===== config.mk =====
export PLATFORM = sky130hd
export DESIGN_NAME = alu_cond_flag_unit
export DESIGN_NICKNAME = d
export VERILOG_FILES = /design/src/rtl/alu_cond_flag_unit.sv
export SDC_FILE = /design/constraint.sdc
export NUM_CORES = 1
export LEC_CHECK = 0
export ABC_AREA = 1
export CAP_MARGIN = 40
export CORE_ASPECT_RATIO = 1.2
export CORE_UTILIZATION = 42
export DETAILED_ROUTE_END_ITERATION = 8
export PLACE_DENSITY = 0.79
export SYNTH_ARGS = -nofsm -noshare
export SYNTH_HDL_FRONTEND = slang
export SYNTH_SLANG_ARGS = --single-unit

===== constraint.sdc =====
create_clock -name clk -period 1.7 [get_ports clk]
set_input_delay 0.425 -clock clk [delete_from_list [all_inputs] [get_ports clk]]
set_output_delay 0.425 -clock clk [all_outputs]
set_load 0.02 [all_outputs]

===== src/rtl/alu_cond_flag_unit.sv =====
// alu_cond_flag_unit
// Execute-stage back end for the multicycle ARM datapath. It registers the
// ALU result and evaluates the ARM condition field against the committed
// NZCV flags. Flags are committed on S & pass, and the unit emits
// condition-gated write strobes. Sequence: IDLE -> EVAL -> DONE -> IDLE.
//
// Optional feature macro: COND_NV_TRAP_EN
//   When defined, cond=1111 raises a one-cycle `undef` pulse in DONE.
//   When undefined, cond=1111 silently fails and the `undef` port is absent.
module alu_cond_flag_unit #(
  parameter int WIDTH = 32
) (
  input  logic             clk,
  input  logic             reset,
  input  logic             req,
  output logic             ready,
  input  logic [WIDTH-1:0] alu_result,
  input  logic             alu_n,
  input  logic             alu_z,
  input  logic             alu_c,
  input  logic             alu_v,
  input  logic             shifter_carry,
  input  logic             is_logic,
  input  logic [3:0]       cond,
  input  logic             s_bit,
  input  logic             rw_req,
  input  logic             mw_req,
  input  logic             pcw_req,
  output logic [WIDTH-1:0] aluout,
  output logic [3:0]       flags,
  output logic             carry_to_alu,
  output logic             cond_ex,
  output logic             done,
  output logic             reg_write,
  output logic             mem_write,
`ifdef COND_NV_TRAP_EN
  output logic             undef,
`endif
  output logic             pc_write
);

  typedef enum logic [1:0] {
    IDLE = 2'd0,
    EVAL = 2'd1,
    DONE = 2'd2
  } state_t;

  state_t     state_reg;

  // Instruction fields captured when the request is accepted
  logic       n_reg, z_reg, c_reg, v_reg;
  logic       sc_reg, logic_reg, s_reg;
  logic       rw_reg, mw_reg, pcw_reg;
  logic [3:0] cond_reg;

  logic       pass;

  // ARM condition evaluation; f is {N,Z,C,V}
  function automatic logic cond_pass(input logic [3:0] c, input logic [3:0] f);
    logic n, z, cy, v;
    n  = f[3];
    z  = f[2];
    cy = f[1];
    v  = f[0];
    case (c)
      4'b0000: cond_pass = z;
      4'b0001: cond_pass = !z;
      4'b0010: cond_pass = cy;
      4'b0011: cond_pass = !cy;
      4'b0100: cond_pass = n;
      4'b0101: cond_pass = !n;
      4'b0110: cond_pass = v;
      4'b0111: cond_pass = !v;
      4'b1000: cond_pass = cy & !z;
      4'b1001: cond_pass = !cy | z;
      4'b1010: cond_pass = (n == v);
      4'b1011: cond_pass = (n != v);
      4'b1100: cond_pass = !z & (n == v);
      4'b1101: cond_pass = z | (n != v);
      4'b1110: cond_pass = 1'b1;
      default: cond_pass = 1'b0;  // 1111: never
    endcase
  endfunction

  // Pass/fail uses the flags as committed before this instruction updates them
  always_comb begin
    pass = cond_pass(cond_reg, flags);
  end

  assign ready        = (state_reg == IDLE);
  assign carry_to_alu = flags[1];

  // Sequencer, operand capture, flag commit and one-cycle output pulses
  always_ff @(posedge clk) begin
    if (reset) begin
      state_reg <= IDLE;
      aluout    <= '0;
      flags     <= 4'b0000;
      cond_ex   <= 1'b0;
      done      <= 1'b0;
      reg_write <= 1'b0;
      mem_write <= 1'b0;
      pc_write  <= 1'b0;
`ifdef COND_NV_TRAP_EN
      undef     <= 1'b0;
`endif
      n_reg     <= 1'b0;
      z_reg     <= 1'b0;
      c_reg     <= 1'b0;
      v_reg     <= 1'b0;
      sc_reg    <= 1'b0;
      logic_reg <= 1'b0;
      s_reg     <= 1'b0;
      rw_reg    <= 1'b0;
      mw_reg    <= 1'b0;
      pcw_reg   <= 1'b0;
      cond_reg  <= 4'b0000;
    end else begin
      // Pulses are high for exactly the DONE cycle
      done      <= 1'b0;
      reg_write <= 1'b0;
      mem_write <= 1'b0;
      pc_write  <= 1'b0;
`ifdef COND_NV_TRAP_EN
      undef     <= 1'b0;
`endif
      case (state_reg)
        IDLE: begin
          if (req) begin
            aluout    <= alu_result;
            n_reg     <= alu_n;
            z_reg     <= alu_z;
            c_reg     <= alu_c;
            v_reg     <= alu_v;
            sc_reg    <= shifter_carry;
            logic_reg <= is_logic;
            s_reg     <= s_bit;
            rw_reg    <= rw_req;
            mw_reg    <= mw_req;
            pcw_reg   <= pcw_req;
            cond_reg  <= cond;
            state_reg <= EVAL;
          end
        end
        EVAL: begin
          cond_ex <= pass;
          if (pass && s_reg) begin
            // Logic ops take C from the shifter and leave V untouched
            if (logic_reg) begin
              flags <= {n_reg, z_reg, sc_reg, flags[0]};
            end else begin
              flags <= {n_reg, z_reg, c_reg, v_reg};
            end
          end
          done      <= 1'b1;
          reg_write <= rw_reg & pass;
          mem_write <= mw_reg & pass;
          pc_write  <= pcw_reg & pass;
`ifdef COND_NV_TRAP_EN
          undef     <= (cond_reg == 4'b1111);
`endif
          state_reg <= DONE;
        end
        DONE: begin
          state_reg <= IDLE;
        end
        default: begin
          state_reg <= IDLE;
        end
      endcase
    end
  end

endmodule

After elaboration in Yosys (flattened, before gate mapping)
Cells that the tools add are included.

cells by class
  equality and inequality tests = 18
  mux-type cells = 5
  bitwise logic cells = 9
  reductions and logical operators = 11

operators with widths
  kind                                                              count
  4-bit == test (second input constant)                             7
  4-bit by 3-bit == test with 1-bit output (second input constant)  4
  1-bit case mux with 15 select lines                               1
  4-bit by 2-bit == test with 1-bit output (second input constant)  2
  1-bit bitwise AND                                                 5
  4-bit by 1-bit == test with 1-bit output (second input constant)  1
  1-bit logical NOT                                                 4
  4-bit logical NOT                                                 1
  2-bit two-way mux                                                 2
  2-bit case mux with 2 select lines                                1
  2-bit AND reduction                                               2
  3-bit AND reduction                                               1
  2-bit by 1-bit == test with 1-bit output (second input constant)  1
  2-bit logical NOT                                                 1
  2-bit inequality test (second input constant)                     1
  1-bit NOT                                                         2
  1-bit bitwise OR                                                  2
  2-bit OR reduction                                                1
  1-bit == test                                                     1
  1-bit logical AND                                                 1
  1-bit two-way mux                                                 1
  1-bit inequality test                                             1

word-level totals
  register bits = 57
  bits of input ports = 49
  output and inout port bits = 43
  word-level logic and storage cells = 63

Depth between registers and ports, before layout
Gate-level depths: netlist of the first run.

  depth after elaboration = 5
  mapped depth = 12
  gate-level depth less buffers = 12

Worst setup path before layout of the first run
No wires, ideal clock.

  path kind = register -> register
  from = register flags[0]
  to = register flags[1]
  library setup time = 114 ps
  arrival time = 1315 ps
  required time = 1586 ps
  path slack = 271 ps
  stages on the path, launching flop included = 12
  buffers on the path = 0
  clock period less this slack = 1429 ps
  cell sequence = dfxtp_1 > inv_1 > nand2_1 > nand2_1 > nand3_1 > nand3_1 > nor2_1 > nand2_4 > nand3_4 > nand2_1 > nand2_1 > nor2_2

between the ends
  word-level cells in the longest chain between the ends = 5
  elaborated cells on any way between the ends = 8
  those cells by class = eq/ne (2); mux (1); bitwise (2); reduce/logical (3)

ends and longest elaborated chain
  element                                                        RTL line  text
  start: declaration                                             30        output logic [3:0] flags,
  start signal: assignment                                       150       flags <= {n_reg, z_reg, sc_reg, flags[0]};
  start signal: assignment                                       152       flags <= {n_reg, z_reg, c_reg, v_reg};
  1-bit inequality test / 1-bit == test (equally long branches)  --
  1-bit bitwise OR / 1-bit bitwise AND (equally long branches)   79, 78
  1-bit case mux with 15 select lines (*)                        65        case (c)
  1-bit logical AND (*)                                          147       if (pass && s_reg) begin
  2-bit AND reduction (no line) (*)                              --

Every way passes the cells marked *; elsewhere a longest branch is shown, timed or not.
A chain may end at the register's enable or synchronous reset.

Worst setup path in the final report of the first run
  from = register pc_write
  to = output port pc_write

RTL lines
  element                   RTL line  text
  start: declaration        39        output logic pc_write
  start signal: assignment  158       pc_write <= pcw_reg & pass;

No word-level cell between the ends.

==> results_dict.tcl, run 1 <==
set metrics [dict create \
    place_congestion 0.755 \
    dpl_cell_area_um2 3200 \
    crit_required_ns 1.27 \
    dieWidth_um 68.2 \
    cp_max_fo 1 \
    yosysWarningCount 0 \
    dieArea_um2 5550 \
    path_clk_slew_ns 0.06 \
    seq_area_frac_synth 0.517 \
    synth_area_per_cell_um2 7.31 \
    fin_area_um2 3360 \
    drive_gt1_frac 0.0852 \
    start_kind "flip-flop" \
    max_stage_delay_ns 0.59 \
    drt_pre_antenna_iters 4 \
    fmax_mhz 607 \
    cts_buffers 9 \
    grt_start_max_net_pins 54 \
    synth_top_cells_by_count "nor2_1, dfxtp_1, o21ai_0" \
    drc 0 \
    ys_ff_latch 57 \
    row_count 28 \
    critPathCaptureType "primary output" \
    r2r_slack_ns 0.24 \
    dr.first_iter.drc_count 67 \
    initial_utilization 0.441 \
    cts_tree "done" \
    holdPathEnd "reg_write" \
    cp.buffers_inverters 1 \
    async_flop_share 0 \
    fin_skew_ns 0.00492 \
    fillers 441 \
    yosys.cell_count.top_type "nor2_1" \
    synth_nets 351 \
    min_period_ns 1.65 \
    root_buffer "clkbuf_8" \
    rsz0062_at_grt "no" \
    die_h_um 81.4 \
    grt_pass1_vias 1965 \
    grt_usage 0.202 \
    viasPerCell 4.75 \
    wire_per_inst_um 11.3 \
    setup-tns-final_ns 0 \
    dp_hpwl_um 3410 \
    p_int_mw 2.41 \
    crit_family "buffers and inverters" \
    grt_pass1_wl_um 8220 \
    postCtsSetupRepairBufs 0 \
    htree_num_levels 3 \
    netlist-cell-type-count 19 \
    yosys-top-cells-area "dfxtp_1, nor2_1, o21ai_0" \
    cap_viol_max_count 0 \
    power_density_nw_per_um2 983 \
    overflow 0 \
    maxSlewHeadroom 0.819 \
    port_buffers 91 \
    routed_wl_um 5170 \
    sw_frac_of_total 0.271 \
    yosys_most_used_dff "dfxtp_1" \
    route.vias.total 2178 \
    yosys.area.top_type "dfxtp_1" \
    worstSetupPathType "flip-flop to primary output" \
    cts_resized 35 \
    hp-class "flip-flop to flip-flop" \
    p_comb_frac 0.176 \
    ctsHoldBuffers 0 \
    area_growth_syn_to_layout_pct 52.4 \
    hold_depth 2 \
    pin_count 92 \
    synth-edff-count 0 \
    grt_antenna_before_repair 0 \
    rr_worst_depth 11 \
    r2r_end "flags[3]" \
    cts.sinks 57 \
    post-route-period-util 0.970 \
    rr_startpoint "cond_reg[3]" \
    holdWs_ns 0.447 \
    peakVddDrop_v 0.000645 \
    ant_nets 0 \
    setup_viol 0 \
    p_clk_frac 0.372 \
    clockBufferDepth 2 \
    fin_nets 443 \
    pwr-share-seq 0.452 \
    crit_chain "clkdlybuf4s50_1" \
    core-area_um2 5010 \
    clock_latency_ns 0.33 \
    largest_reg_flops 32 \
    synth.top_cell.area_share 0.517 \
    finalHoldViolations 0 \
    crit_arrival_ns 1.22 \
    p_sw_mw 0.896 \
    final_max_slew_viol_count 0 \
    leakagePower_nw 1.64 \
    synth_area_um2 2210 \
    synthCells 302 \
    crit_slowest_cell "clkdlybuf4s50_1" \
    num_antenna_cells 0 \
    outcome "completed" \
    min_from "rw_reg" \
    worstMarginPinSlew_ns 0.270 \
]
per-stage QoR:
step / instances / power (mW) / utilization / setup WS [ns]
final: 459 / 3.31 / 0.672 / 0.0515
after global routing: 459 / 3.47 / 0.672 / 0.00202
after CTS: 459 / 3.34 / 0.668 / 0.000745
after detailed placement: 443 / 2.16 / 0.638 / 0.0989
after global placement: 443 / 2.14 / 0.638 / 0.165
after floorplan: 302 / 1.84 / - / 0.271
worst register-to-register path, cell delays in order (launching register included):
cell and delay [ns]:
dfxtp_1 0.41, inv_2 0.08, nor2_1 0.17, nand3_1 0.09
nand2_1 0.07, nand2_1 0.04, nand2_1 0.08, nor2_2 0.05
nand2_4 0.08, nand3_4 0.10, nor2_1 0.14, nor2_2 0.05
metal layers:
metal	global-route usage	routed length, um	vias up
li1	-	-	1137
met1	0.206	2200	974
met2	0.351	2500	56
met3	0.0778	401	11
met4	0.100	73	0
met5	0	0	-
worst max path at each step:
stage          startpoint        end  slack [ns]  depth (start not counted)
6_report         pc_write   pc_write        0.05                          1
5_1_grt          pc_write   pc_write       0.002                          1
4_1_cts         aluout[1]  aluout[1]      0.0007                          1
3_5_place_dp          req  aluout[8]         0.1                          5
3_3_place_gp          req     rw_reg        0.17                          5
2_1_floorplan    flags[0]   flags[1]        0.27                         11
layout by cell type, fill, tap and decap left out:
cell type | netlist | layout
a21oi_1 | 9 | 9
dlymetal6s2s_1 | 0 | 7
nand2_4 | 1 | 1
buf_4 | 1 | 2
nand2_2 | 1 | 1
dfxtp_1 | 57 | 57
clkinv_1 | 2 | 2
nor3_1 | 1 | 1
nand3_4 | 1 | 1
inv_2 | 4 | 4
nor2_2 | 5 | 5
clkinvlp_4 | 0 | 1
buf_12 | 0 | 3
nand3_1 | 11 | 11
nand4_2 | 1 | 1
nand2_1 | 36 | 36
clkdlybuf4s50_1 | 0 | 49
o21ai_0 | 47 | 47
nor2_1 | 100 | 100
dlygate4sd2_1 | 0 | 35
clkbuf_8 | 0 | 10
clkinv_2 | 0 | 4
inv_1 | 11 | 11
bufinv_16 | 0 | 1
power groups by stage:
stage               Combinational, mW  Sequential, mW  Clock, mW
finish                          0.582            1.50       1.23
global route                    0.643            1.51       1.32
CTS                             0.592            1.50       1.25
detailed placement              0.629            1.53          0
global placement                0.621            1.52          0
floorplan                       0.234            1.60          0
kinds of logic after synthesis:
| logic type | count (synthesis) | synth area share |
|---|---|---|
| and+or+nand+nor | 157 | 0.294 |
| AOI/OAI and AO/OA | 56 | 0.127 |
| buffers and inverters | 32 | 0.0618 |
| DFF | 57 | 0.517 |
area by class of cell:
cell class                 count  area (um^2)  share of cell area
timing repair buffer          96          960               0.285
inverter                      17         63.8              0.0190
multi-input combinational    213          930               0.276
clock buffer                  10          138              0.0409
clock inverter                 6         57.6              0.0171
sequential                    57         1140               0.339
tap                           60         75.1              0.0223
Power figures use the tool's default switching activity.
==> inputs of run 2 (changes only) <==
--- a/config.mk
+++ b/config.mk
@@ -6,9 +6,12 @@
 export NUM_CORES = 1
 export LEC_CHECK = 0
 export ABC_AREA = 1
+export ABC_CLOCK_PERIOD_IN_PS = 1700
 export CAP_MARGIN = 40
+export CELL_PAD_IN_SITES_DETAIL_PLACEMENT = 0
+export CELL_PAD_IN_SITES_GLOBAL_PLACEMENT = 1
 export CORE_ASPECT_RATIO = 1.2
-export CORE_UTILIZATION = 42
+export CORE_UTILIZATION = 29
 export DETAILED_ROUTE_END_ITERATION = 8
 export PLACE_DENSITY = 0.79
 export SYNTH_ARGS = -nofsm -noshare
==> run 2 against run 1 <==
Effect of this change: hold slack got worse by 0.0060 ns; global-route usage fell by 5.4 points; cell area increased by 0.56%; sequential share of layout area decreased by 0.19 points; via count decreased by 1.7%; count of clock-buffer cells in the layout unchanged; fmax fell by 0.27%; critical path depth is the same; critical path type unchanged.
==> results_dict.tcl, run 2 (same netlist as run 1, synthesis figures left out) <==
set metrics [dict create \
    largest_reg_flops 32 \
    maxSlewHeadroom 0.703 \
    drc 0 \
    drt_pre_antenna_iters 4 \
    clock_latency_ns 0.33 \
    crit_arrival_ns 1.23 \
    mostFrequentLayoutCell "nor2_1" \
    port_buffers 91 \
    fillers 790 \
    final_max_slew_viol_count 0 \
    htree_num_levels 3 \
    setup-tns-final_ns 0 \
    cts.sinks 57 \
    cts_tree "done" \
    finalNonFillerCells 490 \
    drive_gt1_frac 0.0875 \
    cp.buffers_inverters 1 \
    num_antenna_cells 0 \
    dr.first_iter.drc_count 112 \
    post-route-period-util 0.972 \
    crit_family "buffers and inverters" \
    viasPerCell 4.37 \
    wire_per_inst_um 11.0 \
    setup_viol 0 \
    crit_chain "clkdlybuf4s50_1" \
    max_stage_delay_ns 0.59 \
    postCtsSetupRepairBufs 0 \
    worstSetupPathType "flip-flop to primary output" \
    row_count 34 \
    grt_antenna_before_repair 0 \
    grt_pass1_vias 2030 \
    routed_wl_um 5380 \
    cts_resized 35 \
    clockBufferDepth 2 \
    cts_buffers 9 \
    start_kind "flip-flop" \
    fmax_mhz 605 \
    ant_nets 0 \
    dp.cells 474 \
    final_core_util 0.462 \
    rsz0062_at_grt "no" \
    critPathCaptureType "primary output" \
    route.vias.total 2141 \
    path_clk_slew_ns 0.07 \
    initial_utilization 0.302 \
    hp-class "flip-flop to flip-flop" \
    fin_area_um2 3380 \
    multi_input_area_um2 930 \
    worstMarginPinSlew_ns 0.444 \
    cap_viol_max_count 0 \
    dieWidth_um 81.6 \
    fin_skew_ns 0.00694 \
    cp_max_fo 1 \
    area_growth_syn_to_layout_pct 53.3 \
    place_congestion 0.782 \
    grt_pass1_wl_um 8980 \
    mostFrequentLayoutCells "nor2_1, dfxtp_1, clkdlybuf4s50_1, o21ai_0, nand2_1" \
    min_period_ns 1.65 \
    crit_required_ns 1.27 \
    crit_slowest_cell "clkdlybuf4s50_1" \
    pin_count 92 \
    core-area_um2 7320 \
    register_area_um2 1140 \
    dpl_cell_area_um2 3230 \
    ctsHoldBuffers 0 \
    power_density_nw_per_um2 944 \
    peakVddDrop_v 0.000507 \
    overflow 0 \
    holdWs_ns 0.441 \
    fin_nets 444 \
    grt_usage 0.147 \
    die_h_um 97.6 \
    root_buffer "clkbuf_8" \
    leakagePower_nw 1.61 \
    outcome "completed" \
    grt_start_max_net_pins 39 \
    dp_hpwl_um 3810 \
    dieArea_um2 7970 \
    finalHoldViolations 0 \
]
[run 2: changes by cell type in the layout (fill, tap and decap cells not counted)]
| cell | before | now |
|---|---|---|
| buf_12 | 3 | 2 |
| buf_4 | 2 | 4 |
| bufinv_16 | 1 | 0 |
| clkinv_2 | 4 | 1 |
| clkinv_4 | 0 | 1 |
| clkinvlp_4 | 1 | 4 |
[run 2: power breakdown]
part	total [mW]	leakage [nW]	switching, mW	internal [mW]
Combinational	0.579	1.06	0.310	0.269
Clock	1.12	0.0805	0.553	0.566
Sequential	1.49	0.471	0.0575	1.44
Total	3.19	1.61	0.921	2.27
[run 2: path summary, 6_finish.rpt]
| kind | startpoint | endpoint | slack [ns] | depth (start not counted) |
|---|---|---|---|---|
| setup / recovery | pc_write | pc_write | 0.05 | 1 |
| hold reg to reg | pcw_reg | pc_write | 0.44 | 2 |
| setup reg to reg | cond_reg[2] | flags[1] | 0.26 | 11 |
| hold / removal | pcw_reg | pc_write | 0.44 | 2 |
[run 2: cell type report]
cell class,instances,area share
repair buffers,97,0.282
clock inverters,6,0.0129
clock buffers,10,0.0407
well taps,90,0.0333
multi-input cells,213,0.275
flip-flops and latches,57,0.337
inverters,17,0.0189
[run 2: layer usage]
layer	part of all wire	GRT usage	vias to the layer above	wire, um
li1	-	-	1139	-
met3	0.074	0.0488	9	399
met4	0.018	0.0729	0	99
met1	0.44	0.168	937	2370
met5	0	0	-	0
met2	0.47	0.240	56	2510
[run 2: stage by stage]
stage / setup slack, ns / total power [mW]
finish: 0.0471 / 3.19
global route: 0.0145 / 3.37
CTS: 0.00278 / 3.24
detailed placement: 0.0863 / 2.16
global placement: 0.136 / 2.15
floorplan: 0.271 / 1.84
